File: config.mk
export PLATFORM = sky130hd
export DESIGN_NAME = regfile_writeback_queue
export DESIGN_NICKNAME = d
export VERILOG_FILES = /design/src/rtl/regfile_writeback_queue.sv
export SDC_FILE = /design/constraint.sdc
export NUM_CORES = 1
export LEC_CHECK = 0
export BUFFER_PORTS_ARGS = -buffer_cell sky130_fd_sc_hd__buf_2
export CAP_MARGIN = 40
export CORE_AREA = 2 2 162 164
export DETAILED_ROUTE_END_ITERATION = 8
export DIE_AREA = 0 0 164 166
export PLACE_DENSITY = 0.82
export SYNTH_ARGS = -nofsm -noshare
export SYNTH_HDL_FRONTEND = slang
export SYNTH_SLANG_ARGS = --single-unit
File: constraint.sdc
create_clock -name Clk -period 3.5 [get_ports Clk]
set_clock_uncertainty 0.15 [all_clocks]
set_input_delay 0.175 -clock Clk [delete_from_list [all_inputs] [get_ports Clk]]
set_output_delay 0.175 -clock Clk [all_outputs]
set_load 0.01 [all_outputs]
File: src/rtl/regfile_writeback_queue.sv
// Register-file write-back queue.
// Buffers write-back requests in a small FIFO and drains one per cycle into the
// register file write port. Pending writes, including the one currently on the
// write port, are visible to the two read selects as bypass data.
module regfile_writeback_queue #(
  parameter int unsigned DEPTH = 4,
  parameter int unsigned DW    = 32,
  parameter int unsigned AW    = 5
) (
  input  logic                     Clk,
  input  logic                     Reset_n,
  input  logic                     req_valid,
  output logic                     req_ready,
  input  logic [AW-1:0]            req_reg,
  input  logic [DW-1:0]            req_data,
  input  logic                     stall,
  output logic [AW-1:0]            wr_reg,
  output logic [DW-1:0]            wr_data,
  output logic                     wr_Ld,
  input  logic [AW-1:0]            select_reg_A,
  input  logic [AW-1:0]            select_reg_B,
  output logic                     fwd_hit_A,
  output logic                     fwd_hit_B,
  output logic [DW-1:0]            fwd_data_A,
  output logic [DW-1:0]            fwd_data_B,
  output logic [$clog2(DEPTH):0]   count
);

  localparam int unsigned PW = $clog2(DEPTH);
  localparam int unsigned CW = PW + 1;

  logic [AW-1:0] reg_mem_q  [DEPTH];
  logic [DW-1:0] data_mem_q [DEPTH];
  logic [PW-1:0] head_q, tail_q;
  logic [CW-1:0] count_q;
  logic [AW-1:0] wr_reg_q;
  logic [DW-1:0] wr_data_q;
  logic          wr_ld_q;
  logic          push, pop;

  logic [1:0][AW-1:0] sel;
  logic [1:0]         hit;
  logic [1:0][DW-1:0] fdat;

  assign req_ready = (count_q < CW'(DEPTH));
  // Writes to register 0 complete the handshake but never take an entry.
  assign push      = req_valid & req_ready & (req_reg != '0);
  assign pop       = ~stall & (count_q != '0);

  // Head/tail pointers and occupancy.
  always_ff @(posedge Clk or negedge Reset_n) begin
    if (!Reset_n) begin
      head_q  <= '0;
      tail_q  <= '0;
      count_q <= '0;
    end else begin
      if (push) tail_q <= tail_q + PW'(1);
      if (pop)  head_q <= head_q + PW'(1);
      if (push && !pop) begin
        count_q <= count_q + CW'(1);
      end else if (!push && pop) begin
        count_q <= count_q - CW'(1);
      end
    end
  end

  // Entry storage; contents are only meaningful below count, so no reset needed.
  always_ff @(posedge Clk) begin
    if (push) begin
      reg_mem_q[tail_q]  <= req_reg;
      data_mem_q[tail_q] <= req_data;
    end
  end

  // Registered write port: one Ld pulse per popped entry, reg/data hold otherwise.
  always_ff @(posedge Clk or negedge Reset_n) begin
    if (!Reset_n) begin
      wr_ld_q   <= 1'b0;
      wr_reg_q  <= '0;
      wr_data_q <= '0;
    end else begin
      wr_ld_q <= pop;
      if (pop) begin
        wr_reg_q  <= reg_mem_q[head_q];
        wr_data_q <= data_mem_q[head_q];
      end
    end
  end

  assign sel = {select_reg_B, select_reg_A};

  // Bypass lookup: write-port stage first, then queue oldest to youngest so the
  // youngest matching entry overrides everything older.
  always_comb begin
    hit  = '0;
    fdat = '0;
    for (int unsigned p = 0; p < 2; p++) begin
      if (sel[p] != '0) begin
        if (wr_ld_q && (wr_reg_q == sel[p])) begin
          hit[p]  = 1'b1;
          fdat[p] = wr_data_q;
        end
        for (int unsigned i = 0; i < DEPTH; i++) begin
          if ((CW'(i) < count_q) && (reg_mem_q[head_q + PW'(i)] == sel[p])) begin
            hit[p]  = 1'b1;
            fdat[p] = data_mem_q[head_q + PW'(i)];
          end
        end
      end
    end
  end

  assign fwd_hit_A  = hit[0];
  assign fwd_hit_B  = hit[1];
  assign fwd_data_A = fdat[0];
  assign fwd_data_B = fdat[1];
  assign wr_reg     = wr_reg_q;
  assign wr_data    = wr_data_q;
  assign wr_Ld      = wr_ld_q;
  assign count      = count_q;

endmodule

# --- Word-level counts from Yosys, hierarchy flattened ---
# Memory sizes are Yosys's and may differ from the RTL's.
# Index checks and enable logic that the tools add are counted.
# Widths: inputs -> output; s select.
word_totals:
  ff_bits: 45
  mem_bits_rw: 148
  inputBits: 51
  out_inout_bits: 108
  wordCells: 80
  n_memories: 2
classes:
  n_addsub: 6
  n_lt_le_gt_ge: 5
  n_eq_ne: 10
  muxes: 28
  bitwise_logic: 4
  n_reduce_logical: 19
mem_list:
  columns: ["memory", "words", "width", "rd", "rd_ports_with_merged_regs", "wr", "line_no", "rtl"]
  rows:
  - ["data_mem_q", 4, 32, 4, 0, 1, "33", "logic [DW-1:0] data_mem_q [DEPTH];"]
  - ["reg_mem_q", 4, 5, 4, 0, 1, "32", "logic [AW-1:0] reg_mem_q [DEPTH];"]
ops:
  columns: ["op", "n"]
  rows:
  - ["$mux 32", 12]
  - ["$eq 5x5->1", 10]
  - ["$reduce_bool 5->1", 3]
  - ["$mux 1", 14]
  - ["$logic_and 1x1->1", 12]
  - ["$lt 1x3->1 const A", 2]
  - ["$lt 2x3->1 const A", 2]
  - ["$mux 3", 2]
  - ["$add 2x1->2 const B", 2]
  - ["$add 2x2->2 const B", 2]
  - ["$add 3x1->3 const B", 1]
  - ["$and 1x1->1", 3]
  - ["$lt 3x3->1 const B", 1]
  - ["$reduce_bool 3->1", 1]
  - ["$sub 3x1->3 const B", 1]
  - ["$logic_not 1->1", 2]
  - ["$reduce_bool 2->1", 1]
  - ["$not 1->1", 1]

# --- Depth between registers and ports, before layout ---
logic_depth:
  word_depth: 8
  depth_mapped: 11
  ltp_nobuf: 7

# --- Worst setup path before layout ---
# No wires, ideal clock.
synth_timing:
  kind: "register to output"
  from: "register head_q[0]"
  to: "output port fwd_data_A[31]"
  t_arrival_ns: 2.379
  setup_slack_ns: 0.796
  path_stages_with_launch: 11
  n_path_buf: 4
  cell_sequence: "dfrtp_1 buf_6 buf_12 buf_12 mux4_2 xnor2_2 nand4_2 nor2_4 buf_6 a221oi_1 o31ai_1"
synth_via:
  elab_chain_len: 8
synth_rtl:
  columns: ["item", "line_no", "rtl"]
  rows:
  - ["start: declaration", "34", "logic [PW-1:0] head_q, tail_q;"]
  - ["start signal: assignment", "58", "if (pop) head_q <= head_q + PW'(1);"]
  - ["$add 2x1->2 or $mem_v2 4x5 (tied branches)", null, null]
  - ["$mem_v2 4x5 or $eq 5x5->1 (tied branches)", null, null]
  - ["$eq 5x5->1 or $logic_and 1x1->1 (tied branches)", "104", "if ((CW'(i) < count_q) && (reg_mem_q[head_q + PW'(i)] == sel[p])) begin"]
  - ["$logic_and 1x1->1 or $mux 32 (tied branches)", "104", null]
  - ["$mux 32 (2 in a row)", "104", null]
  - ["$mux 32 *", "104", null]
  - ["$mux 32 *", "98", "if (sel[p] != '0) begin"]
  - ["end: declaration", "24", "output logic [DW-1:0] fwd_data_A,"]
# Mark *: on every way between the ends. The rest lies on a longest branch, timed or not.

# --- Worst setup path after layout ---
layout_timing:
  from: "register head_q[0]"
  to: "output port fwd_data_A[29]"
# Same word-level chain as after synthesis.

==> qor.yml <==
num_rows: 59
synthesis.nets: 1015
grtUsageTotal_pct: 30.5
htreeDepth: 4
place_area_um2: 14500
dr.pass1.iters: 6
first_global_vias: 10900
seq_area_frac_synth_pct: 42.0
p_leak_nw: 6.03
period_minus_slack_ps: 3730
powerDensity_nw_per_um2: 845
cp_data_arrival_time_ps: 3400
tightest_slew_ps: 794
clk_pin_slew_ps: 80
ys_async_sr_fraction_pct: 23.3
peakVddDrop_v: 0.000633
finalNetCount: 1213
core_um2: 25600
drt_wl_total_mm: 44.1
path_class: "reg -> out"
clock_sinks: 193
tns_ps: -4550
grt_antenna_before_repair: 0
io_pins: 159
synth_top_area_share_pct: 33.5
startpoint_type: "flop"
overflow: 0
post_drt_wl_per_cell_um: 29.4
hold_violations: 0
die_y_um: 166
slew_viol_final: 0
instances_no_fill: 1501
fill_cells: 1616
portBuffers: 158
num_antenna_cells: 0
cts-root-buf: "clkbuf_16"
grt_start_max_net_pins: 49
synthFlopType: "edfxtp_1"
clock.fmax_ghz: 0.268
hold_class: "in -> async"
largest_register: "data_mem_q"
synth-seq-cells: 193
cts_tree: "built"
final_area_um2: 16900
cp-end-kind: "output port"
hold_slack_ps: 51.9
initial_utilization_pct: 51.8
synth_top_cell_by_area: "edfxtp_1"
insertion_delay_ps: 450
layout-drive-gt1-share_pct: 51.1
largest_reg_flops: 128
die-area_um2: 27200
status: "finished with violations"
synth_edf_count: 148
synth_area_leaders: "edfxtp_1 34%, mux4_2 24%, dfrtp_1 8.5%"
syn-cell-area_um2: 13300
cp_max_fo: 7
cts_buffers: 17
setup_ws_ps: -226
synth_cells: 955
drt_iter0_markers: 1624
violations: "setup timing"
ys_types: 52
yosysWarnings: 0
clock_path_buffers: 2
area_growth_pct: 27.5
place_inst: 1393
worstPathRequired_ps: 3170
grt_pass1_wl_mm: 63.0
syn_avg_cell_area_um2: 13.9
slew-limit-headroom_pct: 47.0
die_width_um: 164
hpwl_mm: 26.0
gp_congestion: 0.880
post-route-drc-count: 0
rsz0062_at_grt: "true"
ant_nets: 0
viasPerCell: 7.57
cap_violations: 0
vias: 11400
finalSetupViolations: 63
post-route-period-util_pct: 106
[cells in the final DEF, fill, tap and decap left out, types with 35 or more instances in the layout]
| cell type | netlist | routed |
|---|---|---|
| nand2_1 | 117 | 115 |
| buf_2 | 35 | 157 |
| mux4_2 | 144 | 146 |
| dlygate4sd3_1 | 0 | 38 |
| dfrtp_1 | 45 | 43 |
| o31ai_2 | 0 | 35 |
| a32oi_1 | 64 | 50 |
| edfxtp_1 | 148 | 148 |
| buf_4 | 6 | 59 |
| a221oi_2 | 38 | 35 |
[cell usage after synthesis, types with 2 or more instances]
master    count
a221oi_2     38
a32oi_1      64
dfrtp_1      45
and2_1        4
a221oi_1     26
buf_6        10
o21ai_0       2
nor4b_1      31
nand4_2       2
mux4_1        4
buf_12        2
buf_4         6
nor2_1       12
clkbuf_1     51
or2_2         3
edfxtp_1    148
buf_2        35
ha_1          9
nand2_1     117
nand4_1       4
o31ai_1      64
inv_1         6
nand3_1       2
or4_1         2
xnor2_1      36
xor2_1       19
o21ba_2       2
nor4_1        3
nor3_1       33
mux4_2      144
buf_1         9
and3b_1       2
[per-stage QoR]
step           util [%]  power [mW]  setup slack, ps
3_3_place_gp       56.5        10.5             70.9
5_1_grt            66.0        14.8             -203
6_report           66.0        14.3             -226
2_1_floorplan         -        8.77              796
4_1_cts            62.6        13.2            -46.8
3_5_place_dp       56.7        10.8              104
[what timing repair did]
| item | CTS | global route |
|---|---|---|
| gates resized for setup | 62 | 119 |
| pin swaps | 17 | 39 |
| cloned | 3 | 3 |
| hold buffers | 38 | 0 |
| setup endpoints to repair | 66 | 66 |
| hold endpoints to repair | 164 | 0 |
| buffers inserted | 17 | 16 |
[cell families after synthesis]
group | share of synthesized area [%]
xor+xnor | 3.75
buf+inv | 4.68
mux | 25.4
compound gates | 14.7
flops | 42.0
simple gates | 8.66
fa+ha+maj | 0.849
[cell type report]
class | count | area, um2 | area share, %
multi-input cells | 645 | 8050 | 47.6
repair buffers | 290 | 2230 | 13.2
clock inverters | 15 | 188 | 1.11
flip-flops and latches | 193 | 5580 | 33.0
inverters | 6 | 22.5 | 0.133
clock buffers | 17 | 425 | 2.52
well taps | 335 | 419 | 2.48
[where the power goes]
part,switching (mW),total [mW],internal [mW]
clock,1.00,1.97,0.970
combinational,4.74,8.70,3.96
sequential,0.627,3.62,2.99
total,6.37,14.3,7.92
[critical path: stages, from the launching register on]
cell,delay [ps]
dfrtp_4,530
buf_8,160
buf_6,110
mux4_2,460
xor2_1,220
nor4_2,80
buf_4,150
a2bb2oi_4,290
o21ai_4,230
buf_8,220
o31ai_2,300
buf_2,190
[layer usage]
metal	GRT usage [%]	up-vias	part of all wire, %
met5	0	-	0
met1	39.3	5583	34
met3	8.02	259	13
met4	15.8	0	5.7
li1	-	4467	-
met2	47.8	1051	47
[path summary, 6_finish.rpt]
check                            start               to  slack (ps)  cells past startpoint
setup / recovery             head_q[0]   fwd_data_A[29]        -230                     11
hold / removal                 Reset_n      wr_data[24]          50                      2
setup reg to reg              count[2]  reg_mem_q[1][3]         860                      4
hold reg to reg            wr_data[29]      wr_data[29]         420                      2
max in group asynchronous      Reset_n        wr_reg[0]        2300                      3
min in group Clk                 stall         count[0]          90                      4
Note: power is estimated with default switching activity, not from simulation.
